--- src/rtl/multicycle_control.sv ---
// Multicycle RISC-V control FSM: Moore datapath controls, memory-wait handshake, retired-instruction counter.
// Optional LUI support is enabled by defining MULTICYCLE_CONTROL_LUI_EN.
module multicycle_control (
    input  logic        clk,
    input  logic        rst,
    input  logic [6:0]  op,
    input  logic [2:0]  funct3,
    input  logic        funct7b5,
    input  logic        Zero,
    input  logic        mem_valid,
    output logic        PCWrite,
    output logic        AdrSrc,
    output logic        IRWrite,
    output logic        RegWrite,
    output logic [1:0]  ResultSrc,
    output logic [1:0]  ALUSrcA,
    output logic [1:0]  ALUSrcB,
    output logic [2:0]  ALUControl,
    output logic [1:0]  ImmSrc,
    output logic        illegal,
    output logic [31:0] instret
);

    typedef enum logic [3:0] {
        S_FETCH,
        S_DECODE,
        S_MEMADR,
        S_MEMREAD,
        S_MEMWB,
        S_EXECR,
        S_EXECI,
        S_ALUWB,
        S_BEQ,
        S_JAL,
`ifdef MULTICYCLE_CONTROL_LUI_EN
        S_LUI,
`endif
        S_ILLEGAL
    } state_t;

    localparam logic [2:0] ALU_ADD = 3'b000;
    localparam logic [2:0] ALU_SUB = 3'b001;
    localparam logic [2:0] ALU_AND = 3'b010;
    localparam logic [2:0] ALU_OR  = 3'b011;
    localparam logic [2:0] ALU_SLT = 3'b101;

    state_t      r_state;
    state_t      w_next;
    logic [31:0] r_instret;
    logic        w_retire;
    logic        w_pcw;
    logic        w_irw;
    logic        w_rw;

    // Subtract only exists for register-register ops with funct7[5] set.
    function automatic logic [2:0] alu_dec(input logic [2:0] f3, input logic is_r, input logic f7);
        case (f3)
            3'b000:  alu_dec = (is_r && f7) ? ALU_SUB : ALU_ADD;
            3'b010:  alu_dec = ALU_SLT;
            3'b110:  alu_dec = ALU_OR;
            3'b111:  alu_dec = ALU_AND;
            default: alu_dec = ALU_ADD;
        endcase
    endfunction

    always_comb begin
        w_next = r_state;
        case (r_state)
            S_FETCH:   w_next = mem_valid ? S_DECODE : S_FETCH;
            S_DECODE: begin
                case (op)
                    7'b0000011: w_next = S_MEMADR;
                    7'b0110011: w_next = S_EXECR;
                    7'b0010011: w_next = S_EXECI;
                    7'b1100011: w_next = (funct3 == 3'b000) ? S_BEQ : S_ILLEGAL;
                    7'b1101111: w_next = S_JAL;
`ifdef MULTICYCLE_CONTROL_LUI_EN
                    7'b0110111: w_next = S_LUI;
`endif
                    default:    w_next = S_ILLEGAL;
                endcase
            end
            S_MEMADR:  w_next = S_MEMREAD;
            S_MEMREAD: w_next = mem_valid ? S_MEMWB : S_MEMREAD;
            S_MEMWB:   w_next = S_FETCH;
            S_EXECR:   w_next = S_ALUWB;
            S_EXECI:   w_next = S_ALUWB;
            S_ALUWB:   w_next = S_FETCH;
            S_BEQ:     w_next = S_FETCH;
            S_JAL:     w_next = S_ALUWB;
`ifdef MULTICYCLE_CONTROL_LUI_EN
            S_LUI:     w_next = S_ALUWB;
`endif
            S_ILLEGAL: w_next = S_ILLEGAL;
            default:   w_next = S_FETCH;
        endcase
    end

    assign w_retire = (r_state == S_MEMWB) || (r_state == S_ALUWB) || (r_state == S_BEQ);

    always_ff @(posedge clk) begin
        if (rst) begin
            r_state   <= S_FETCH;
            r_instret <= 32'd0;
        end else begin
            r_state <= w_next;
            if (w_retire) begin
                r_instret <= r_instret + 32'd1;
            end
        end
    end

    // Moore decode of the state register; only FETCH and BEQ look at live inputs.
    always_comb begin
        w_pcw      = 1'b0;
        w_irw      = 1'b0;
        w_rw       = 1'b0;
        AdrSrc     = 1'b0;
        ResultSrc  = 2'b00;
        ALUSrcA    = 2'b00;
        ALUSrcB    = 2'b00;
        ALUControl = ALU_ADD;
        ImmSrc     = 2'd0;
        illegal    = 1'b0;
        case (r_state)
            S_FETCH: begin
                ALUSrcB   = 2'b10;
                ResultSrc = 2'b10;
                w_irw     = mem_valid;
                w_pcw     = mem_valid;
            end
            S_DECODE: begin
                ALUSrcA = 2'b01;
                ALUSrcB = 2'b01;
                ImmSrc  = (op == 7'b1101111) ? 2'd3 : 2'd1;
            end
            S_MEMADR: begin
                ALUSrcA = 2'b10;
                ALUSrcB = 2'b01;
            end
            S_MEMREAD: AdrSrc = 1'b1;
            S_MEMWB: begin
                ResultSrc = 2'b01;
                w_rw      = 1'b1;
            end
            S_EXECR: begin
                ALUSrcA    = 2'b10;
                ALUControl = alu_dec(funct3, 1'b1, funct7b5);
            end
            S_EXECI: begin
                ALUSrcA    = 2'b10;
                ALUSrcB    = 2'b01;
                ALUControl = alu_dec(funct3, 1'b0, funct7b5);
            end
            S_ALUWB: w_rw = 1'b1;
            S_BEQ: begin
                ALUSrcA    = 2'b10;
                ALUControl = ALU_SUB;
                w_pcw      = Zero;
            end
            S_JAL: begin
                ALUSrcA = 2'b01;
                ALUSrcB = 2'b10;
                w_pcw   = 1'b1;
            end
`ifdef MULTICYCLE_CONTROL_LUI_EN
            S_LUI: begin
                ALUSrcA = 2'b11;
                ALUSrcB = 2'b01;
                ImmSrc  = 2'd2;
            end
`endif
            S_ILLEGAL: illegal = 1'b1;
            default: ;
        endcase
    end

    // Architectural write enables are suppressed for the whole reset cycle.
    assign PCWrite  = w_pcw & ~rst;
    assign IRWrite  = w_irw & ~rst;
    assign RegWrite = w_rw & ~rst;
    assign instret  = r_instret;

endmodule
--- config.mk ---
export PLATFORM = sky130hd
export DESIGN_NAME = multicycle_control
export DESIGN_NICKNAME = d
export VERILOG_FILES = /design/src/rtl/multicycle_control.sv
export SDC_FILE = /design/constraint.sdc
export NUM_CORES = 1
export LEC_CHECK = 0
export CAP_MARGIN = 5
export CORE_ASPECT_RATIO = 0.6
export CORE_MARGIN = 2
export CORE_UTILIZATION = 43
export DETAILED_ROUTE_END_ITERATION = 10
export GPL_TIMING_DRIVEN = 0
export PLACE_DENSITY = 0.86
export SLEW_MARGIN = 20
export SYNTH_ARGS = -nofsm -noshare
export SYNTH_HDL_FRONTEND = slang
export SYNTH_SLANG_ARGS = --single-unit
--- constraint.sdc ---
create_clock -name clk -period 2 [get_ports clk]
set_clock_uncertainty 0.15 [all_clocks]
set_input_delay 0.2 -clock clk [delete_from_list [all_inputs] [get_ports clk]]
set_output_delay 0.2 -clock clk [all_outputs]
set_load 0.05 [all_outputs]
==> results.cfg <==
[run_status]
status = finished, violations left
violations = setup timing

[final_layout]
final_net_count = 386
layout-area-overhead-vs-synth_pct = 76.0
drive_above_1_share_pct = 47.7
antenna_cells_inserted = 0
final-instance-count-excl-fill = 437
utilization_pct = 78.5
filler_cell_count = 294
multi_input_area_um2 = 1910
seqCellArea_um2 = 792

[min_path]
hold_path_depth = 3
holdCritStartpoint = rst
worst_hold_path.endpoint = instret[21]$_SDFFE_PP0P_
hp-class = in -> reg

[sta]
timing.final.ws_setup_ns = -0.120
slew-limit-headroom_pct = 50.6
achievable-frequency_mhz = 472
min_period_over_period_pct = 106
finalHoldViolations = 0
worstMarginPinSlew_ns = 0.741
final_period_minus_worst_setup_slack_ns = 2.12
maxSlewViolCount = 0
grt_setup_unrepaired = true
setup_viol_count_final = 28

[worst_setup_path]
criticalPathCategory = reg -> reg
arrival_ns = 2.16
register_to_register_setup_slack_ns = -0.12
worst-r2r-cell-count = 8
reg_to_reg_end = instret[27]$_SDFFE_PP0P_
cp-start-kind = flop
timing.rr.start = r_state[3]$_SDFF_PP0_
endpoint_kind = flop
worst-endpoint-required_ns = 2.04
crit_path_max_fo = 6

[clocking]
clockRootBuffer = sky130_fd_sc_hd__clkbuf_8
cts-htree-levels = 2
cts.reportedPaths.clkPinSlew_ns = 0.08
hold_buffer_count_at_cts = 0
cts_tree = built
cts.sink_count = 36
cts-root-to-sink-buffers = 2
cts-buffers-inserted = 5
clock_insertion_delay_worst_skew_ns = 0.30

[pwr]
power_density_nw_per_um2 = 806
static-leakage-power_uw = 0.00154
total_power_uw = 3200
vdd_ir_drop_max_uv = 603

[synth]
syn-mean-instance-area_um2 = 8.17
synth_xor_xnor_area_share_pct = 1.94
syn_area_um2 = 2250
synthDistinctLibCells = 50
synth.yosys.warnings = 0
flip_flop_cell_with_the_highest_count_after_synthesis = sky130_fd_sc_hd__dfxtp_1
yosys.area_share.adder_pct = 0.999
synth-seq-cells = 36
synth_top_family_by_area = simple AND/OR/NAND/NOR gates
syn-num-nets = 292
yosys.area_share.simple_pct = 36.0
synth-compound-area-share_pct = 16.6
count_of_flip_flops_with_a_built_in_enable_after_synthesis = 0
fraction_of_the_yosys_area_taken_by_sequential_cells_pct = 32.0
post_synth_inst_count = 276
synth_mux_area_share_pct = 5.94
synth-async-reset-ratio_pct = 0

[floorplan]
die_w_um = 97.5
design.die.area_um2 = 5860
die_height_um = 60.1
initial_utilization_pct = 44.6
core_um2 = 5050
top_level_ports = 63
fp-row-count = 20

[job]
timing.max_cap.violations = 0

[routing]
drt-wirelength-per-cell_um = 21.5
drt_pre_antenna_iters = 5
viasPerCell = 6.32
routed-via-count = 2762
postRouteWirelength_mm = 9.37
drt_first_iter_violations = 247
antenna_viol_nets_final = 0
detail_route.drc_violations = 0

[placement]
hpwl_mm = 5.13
port_buffer_count = 61
numPlacedInstances = 403
gp_routability_congestion = 0.863

[grt]
grt_first_pass_wirelength_mm = 12.7
globalRoute.totalOverflow = 0
grt_util_all_layers_pct = 27.6
grt_pass1_vias = 2489
number_of_antenna_violations_at_the_first_check_in_global_routing = 0
maximum_number_of_pins_on_one_net_before_global_route_repair = 12
-- power by group --
| group | total [uW] | internal [uW] | leakage [uW] | switching [uW] |
|---|---|---|---|---|
| Sequential | 839 | 752 | 0.000308 | 86.8 |
| Clock | 662 | 370 | 0.0000552 | 292 |
| Combinational | 1700 | 695 | 0.00118 | 1000 |
-- flip-flops by register name (all words and copies together), names as in the netlist --
register,cells
r_state,4
instret,32
-- stage by stage --
stage | cell area (um2) | setup slack, ns | TNS [ns] | hold WS, ns
global route | 3970 | -0.152 | -2.44 | 0.301
finish | 3970 | -0.120 | -1.51 | 0.271
CTS | 3510 | -0.179 | -0.234 | 0.269
detailed placement | 3090 | -0.754 | -7.04 | 0.331
global placement | 3090 | -0.708 | -5.83 | 0.314
floorplan | 2390 | -0.219 | -0.744 | 0.317
-- cell usage in the layout, fill, tap and decap left out, drive strengths merged, types with 5 or more instances in the layout --
master and instances:
and4 5, nand2 14, nor2 22, nand4 9, nor4 9, buf 50, dfxtp 36, clkdlybuf4s50 44
nor3 8, nand3 9, o31ai 15, a21oi 23, or4 16, clkbuf 17, nor2b 15, o21ai 7
mux2 11, or3 5, inv 8
-- synthesized netlist by cell type, types with 3 or more instances --
master                     number  area (um2)
sky130_fd_sc_hd__buf_4          3        22.5
sky130_fd_sc_hd__o31ai_1       15         113
sky130_fd_sc_hd__buf_2          6        30.0
sky130_fd_sc_hd__or3_1          5        31.3
sky130_fd_sc_hd__nor4_1         9        56.3
sky130_fd_sc_hd__nor2b_1       14        87.6
sky130_fd_sc_hd__nor2_1        22        82.6
sky130_fd_sc_hd__xor2_1         4        35.0
sky130_fd_sc_hd__nand3_1        9        45.0
sky130_fd_sc_hd__or4_1         16         120
sky130_fd_sc_hd__mux2_2        11         124
sky130_fd_sc_hd__nand2b_1       3        18.8
sky130_fd_sc_hd__nor3_1         8        40.0
sky130_fd_sc_hd__nand4_1        7        43.8
sky130_fd_sc_hd__buf_6          3        33.8
sky130_fd_sc_hd__nand2_1       14        52.6
sky130_fd_sc_hd__dfxtp_1       36         721
sky130_fd_sc_hd__o21ai_0        7        35.0
sky130_fd_sc_hd__and3_1         3        18.8
sky130_fd_sc_hd__clkbuf_1       7        26.3
sky130_fd_sc_hd__and4_1         5        43.8
sky130_fd_sc_hd__nand3b_1       3        22.5
sky130_fd_sc_hd__a21oi_1       23         115
sky130_fd_sc_hd__inv_1          8        30.0
-- layout make-up --
cell class,count,area share [%]
clock buffers,6,1.83
plain buffers,18,4.54
clock inverters,2,0.883
flip-flops and latches,36,20.0
well taps,66,2.08
multi-input cells,212,48.2
repair buffers,89,21.8
inverters,8,0.757
-- repair_timing --
| action | in CTS | in global routing |
|---|---|---|
| gates resized for setup | 126 | 102 |
| hold endpoints to repair | 0 | 0 |
| buffers inserted | 16 | 11 |
| endpoints found under the setup margin | 34 | 45 |
| pin swaps | 6 | 40 |
| cloned | 1 | 1 |
-- metal layers --
layer,global-route usage (%),part of all wire [%]
met1,38.0,44
met5,0,0
met4,5.95,1.8
met3,5.38,7.3
met2,45.7,47
-- kinds of logic after synthesis --
| kind of cell | count (synthesis) |
|---|---|
| simple gates | 135 |
| compound gates | 58 |
| flops | 36 |
| buf+inv | 28 |
| mux | 12 |
| xor+xnor | 5 |
| fa+ha+maj | 2 |
-- critical path, stage by stage (launching register included) --
cell                      delay, ns
sky130_fd_sc_hd__dfxtp_4       0.38
sky130_fd_sc_hd__buf_4         0.14
sky130_fd_sc_hd__buf_6         0.12
sky130_fd_sc_hd__xor2_4        0.19
sky130_fd_sc_hd__a32oi_4       0.40
sky130_fd_sc_hd__buf_8         0.20
sky130_fd_sc_hd__buf_4         0.13
sky130_fd_sc_hd__nor4_4        0.03
sky130_fd_sc_hd__mux2_2        0.27
-- worst max path at each step --
stage                           from                  endpoint  cells past startpoint
2_1_floorplan  r_state[3]$_SDFF_PP0_                ALUSrcB[1]                      4
3_3_place_gp               mem_valid                   PCWrite                      4
3_5_place_dp               mem_valid                   PCWrite                      4
4_1_cts        r_state[3]$_SDFF_PP0_                   PCWrite                      5
5_1_grt                    mem_valid                   PCWrite                      4
6_report       r_state[3]$_SDFF_PP0_  instret[27]$_SDFFE_PP0P_                      8
(Power assumes the default switching activity.)
